$ cat config.mk
export PLATFORM = sky130hd
export DESIGN_NAME = lfsr_burst_ctrl
export DESIGN_NICKNAME = d
export VERILOG_FILES = /design/src/rtl/lfsr_burst_ctrl.sv
export SDC_FILE = /design/constraint.sdc
export NUM_CORES = 1
export LEC_CHECK = 0
export ABC_AREA = 1
export BUFFER_PORTS_ARGS = -buffer_cell sky130_fd_sc_hd__buf_2
export CORE_ASPECT_RATIO = 0.6
export CORE_MARGIN = 2
export CORE_UTILIZATION = 60
export DETAILED_ROUTE_END_ITERATION = 8
export HOLD_SLACK_MARGIN = 0.12
export PLACE_DENSITY = 0.85
export SKIP_CTS_REPAIR_TIMING = 1
export SYNTH_ARGS = -nofsm -noshare
export SYNTH_HDL_FRONTEND = slang
export SYNTH_SLANG_ARGS = --single-unit
$ cat constraint.sdc
create_clock -name clk -period 3.3 [get_ports clk]
set_clock_uncertainty 0.2 [all_clocks]
set_input_delay 0.66 -clock clk [delete_from_list [all_inputs] [get_ports clk]]
set_output_delay 0.66 -clock clk [all_outputs]
set_load 0.05 [all_outputs]
$ cat src/rtl/lfsr_burst_ctrl.sv
// Control unit for the LFSR random engine: seed load, warm-up, then free-run or
// fixed-length burst output under a val/rdy handshake.
module lfsr_burst_ctrl #(
    parameter int CNT_W  = 16,
    parameter int WARMUP = 4
) (
    input  logic             clk,
    input  logic             rst,
    input  logic             start,
    input  logic             stop,
    input  logic             mode,
    input  logic [CNT_W-1:0] burst_len,
    input  logic             out_rdy,
    output logic             out_val,
    output logic             lfsr_load,
    output logic             lfsr_en,
    output logic             active,
    output logic             done,
    output logic [CNT_W-1:0] count
);

    typedef enum logic [1:0] {
        S_IDLE,
        S_LOAD,
        S_WARM,
        S_RUN
    } state_e;

    // With WARMUP=0 the WARM state is unreachable, so the wrapped value is never used.
    localparam logic [CNT_W-1:0] WARM_LAST = CNT_W'(WARMUP - 1);
    localparam bit               HAS_WARM  = (WARMUP > 0);

    state_e           state_q, state_d;
    logic [CNT_W-1:0] count_q, count_d;
    logic [CNT_W-1:0] warm_q,  warm_d;
    logic             mode_q,  mode_d;
    logic             done_q,  done_d;

    // NOTE: registers use non-blocking assignments so every flop samples pre-edge values.
    always_ff @(posedge clk) begin
        if (rst) begin
            state_q <= S_IDLE;
            count_q <= '0;
            warm_q  <= '0;
            mode_q  <= 1'b0;
            done_q  <= 1'b0;
        end else begin
            state_q <= state_d;
            count_q <= count_d;
            warm_q  <= warm_d;
            mode_q  <= mode_d;
            done_q  <= done_d;
        end
    end

    // NOTE: every always_comb target gets a default first so no latch is inferred.
    always_comb begin
        state_d   = state_q;
        count_d   = count_q;
        warm_d    = warm_q;
        mode_d    = mode_q;
        done_d    = 1'b0;
        out_val   = 1'b0;
        lfsr_load = 1'b0;
        lfsr_en   = 1'b0;
        active    = 1'b0;

        unique case (state_q)
            S_IDLE: begin
                if (start) begin
                    if (!mode || (burst_len != '0)) begin
                        mode_d  = mode;
                        count_d = burst_len;
                        state_d = S_LOAD;
                    end else begin
                        done_d = 1'b1;
                    end
                end
            end

            S_LOAD: begin
                lfsr_load = 1'b1;
                active    = 1'b1;
                warm_d    = '0;
                if (stop) begin
                    state_d = S_IDLE;
                end else begin
                    state_d = HAS_WARM ? S_WARM : S_RUN;
                end
            end

            S_WARM: begin
                lfsr_en = 1'b1;
                active  = 1'b1;
                warm_d  = warm_q + 1'b1;
                if (stop) begin
                    state_d = S_IDLE;
                end else if (warm_q == WARM_LAST) begin
                    state_d = S_RUN;
                end
            end

            S_RUN: begin
                out_val = 1'b1;
                active  = 1'b1;
                lfsr_en = out_rdy;
                // A handshake in the stop cycle still retires its word.
                if (out_rdy && mode_q && (count_q != '0)) begin
                    count_d = count_q - 1'b1;
                    if (count_q == CNT_W'(1)) begin
                        state_d = S_IDLE;
                        done_d  = 1'b1;
                    end
                end
                if (stop) begin
                    state_d = S_IDLE;
                end
            end

            default: state_d = S_IDLE;
        endcase
    end

    assign done  = done_q;
    assign count = count_q;

endmodule

==> results.yml <==
pwr:
  power_leakage_nw: 1.38
  power.density_nw_per_um2: 1020
  ir_drop_mv: 0.814
  fin_total_pwr_mw: 2.78
logic_synthesis:
  synth_cell_types: 30
  yosys_register_bits: 36
  synth.yosys.seq_area_share_pct: 30.1
  yosys_warnings: 0
  synth_area_um2: 2390
  synth_top_family_by_area: "simple AND/OR/NAND/NOR gates"
  synth_compound_area_share_pct: 8.26
  synthCells: 397
  synth_nets: 428
  synth_fa_ha_area_share_pct: 4.71
  synth.area.mux_share_pct: 0
  synth-xor-area-share_pct: 1.83
  synthSimpleGateAreaFrac_pct: 46.1
  syn_area_per_cell_um2: 6.03
setup_path:
  r2r_cells: 8
  reg2reg_from: "state_q[0]$_SDFFE_PP0P_"
  rr_endpoint: "warm_q[9]$_SDFFE_PP0P_"
  critical_path.top_delay_family: "compound AO/OA/AOI/OAI gates"
  cp.arrival_ps: 2380
  ff2ff_setup_slack_ps: 910
  path_buf_inv: 4
  slowest_stage: "o21ai_0"
  cp-end-kind: "flip-flop"
  critical_path.max_stage_delay_ps: 510
  crit_required_ps: 3290
  critPathMaxFanout: 7
  start_kind: "flip-flop"
  path_class: "reg -> reg"
  path_cells: "inv_1 -> ha_1 -> inv_2 -> o21ai_0 -> buf_4 -> inv_1 -> o21ai_0 -> a21oi_1"
clock_network:
  clk_pin_slew_ps: 70
  cts_tree: "done"
  cts_made_buffers: 5
  insertion_delay_ps: 300
  cts_sinks: 36
  htreeDepth: 2
  clockBufferDepth: 2
  clockRootBuffer: "clkbuf_8"
global_routing:
  grt_max_degree: 24
  grt_pass1_wl_um: 10100
  grt_pass1_vias: 2102
  grt-ovfl-total: 0
  grt_use_total_pct: 29.3
  grt_antenna_before_repair: 0
hold_path:
  hold_start: "warm_q[14]$_SDFFE_PP0P_"
  min_path_cells: 2
  hp-class: "reg -> reg"
  hold_end: "warm_q[14]$_SDFFE_PP0P_"
final_layout:
  fin_nets: 472
  layout.cells.non_filler: 488
  drive_gt1_share_pct: 14.7
  seq_area_um2: 721
  fillers: 327
  area_growth_pct: 14.3
  diodes: 0
  multi_input_area_um2: 1460
placed_design:
  place_inst: 481
  io_buffers: 42
  gp_congestion: 0.885
  hpwl_um: 4670
  post-place-ws_ps: 921
timing:
  tns_ps: 0
  setup_viol: 0
  maxSlewViolCount: 0
  min_period_ps: 2390
  hold_violations: 0
  rsz0062_at_grt: "no"
  max_freq_mhz: 418
  worstMarginPinSlew_ps: 604
  relSlewSlack_pct: 59.3
  worst_slack_ps: 908
  fin_crit_sh_pct: 72.5
die:
  ios: 43
  die_w_um: 85.5
  die_area_um2: 4520
  core-area_um2: 3740
  die_y_um: 52.9
  rows: 17
  initial_utilization_pct: 63.9
route:
  drt_iter0_drc: 249
  drc: 0
  drtPass1Iterations: 5
  wl_per_cell_um: 12.8
  wl_um: 6270
  antenna_left: 0
  dr_total_vias: 2593
  via_per_inst: 5.31
run_status:
  status: "finished clean"
flow_run:
  timing.max_cap.violations: 0
## per-layer routing
metal  GRT usage, %  vias up  wire length [um]
li1               -     1328                 -
met1           45.6     1106              3100
met2           40.2      149              2360
met3           5.46       10               731
met4           8.73        0                76
met5              0        -                 0
## logic make-up after synthesis
kind of cell,Yosys count
flops,36
buf+inv,53
fa+ha+maj,9
xor+xnor,5
compound gates,37
simple gates,257
## synthesized netlist by cell type (all sizes together)
master | n | area, um^2
a211oi | 2 | 15.0
a21oi | 13 | 65.1
a31oi | 3 | 18.8
buf | 4 | 31.3
clkbuf | 4 | 15.0
dfxtp | 36 | 721
ha | 9 | 113
inv | 45 | 169
nand2 | 119 | 474
nand3 | 27 | 135
nand3b | 1 | 7.51
nand4 | 4 | 31.3
nor2 | 93 | 372
nor3 | 10 | 61.3
nor3b | 2 | 15.0
nor4 | 1 | 6.26
o21ai | 18 | 90.1
o22a | 1 | 8.76
xnor2 | 1 | 8.76
xor2 | 4 | 35.0
## per-stage QoR
| step | hold WS [ps] | util [%] | area [um^2] |
|---|---|---|---|
| 4_1_cts | 274 | 73.0 | 2730 |
| 3_5_place_dp | 262 | 70.5 | 2640 |
| 6_report | 269 | 73.0 | 2730 |
| 3_3_place_gp | 255 | 70.5 | 2640 |
| 2_1_floorplan | 234 | - | 2390 |
| 5_1_grt | 291 | 73.0 | 2730 |
## power breakdown
part	switching, mW	internal [mW]
logic	1.27	0.448
registers	0.154	0.552
clock network	0.163	0.186
## layout by cell type (no fill, tap or decap)
cell      Yosys  layout
nand2_1     114     114
nor2_2        3       3
clkbuf_8      0       7
a31oi_1       3       3
ha_1          9       9
nand3b_1      1       1
a211oi_1      2       2
nand4_1       3       3
o21ai_1       1       1
nand2_4       3       3
o22a_1        1       1
buf_2         1      42
nor4_1        1       1
xnor2_1       1       1
nand2_2       2       2
inv_1        44      44
nor3_4        1       1
buf_4         0       3
inv_2         1       1
nand3_1      27      27
o21ai_0      17      17
nand4_2       1       1
nor2_4        2       2
nor2_1       88      88
xor2_1        4       4
nor3_1        9       9
a21oi_1      13      13
dfxtp_1      36      36
nor3b_1       2       2
## cell type report
type                       instances  area share (%)
clock buffer                       7            3.52
inverter                          45            6.18
multi-input combinational        308            53.3
sequential                        36            26.4
tap                               47            2.15
timing repair buffer              45            8.51
## registers in the layout, indices dropped and copies added (netlist names)
register / cells
count: 16
mode_q: 1
done: 1
warm_q: 16
state_q: 2
## how the worst max path moves through the flow
| stage | start | to | slack, ps | cells past startpoint |
|---|---|---|---|---|
| after global routing | state_q[0]$_SDFFE_PP0P_ | warm_q[9]$_SDFFE_PP0P_ | 710 | 8 |
| after detailed placement | burst_len[1] | count[4]$_SDFFE_PP0P_ | 920 | 9 |
| after floorplan | state_q[0]$_SDFFE_PP0P_ | lfsr_en | 610 | 5 |
| after CTS | state_q[0]$_SDFFE_PP0P_ | warm_q[9]$_SDFFE_PP0P_ | 960 | 8 |
| final | state_q[0]$_SDFFE_PP0P_ | warm_q[9]$_SDFFE_PP0P_ | 910 | 8 |
| after global placement | burst_len[1] | count[0]$_SDFFE_PP0P_ | 950 | 9 |
## worst register-to-register path, cell delays in order (launching register included)
cell and delay [ps]:
dfxtp_1 380, inv_1 110, ha_1 440, inv_2 130
o21ai_0 510, buf_4 280, inv_1 90, o21ai_0 90
a21oi_1 60
Note: power is estimated with default switching activity, not from simulation.
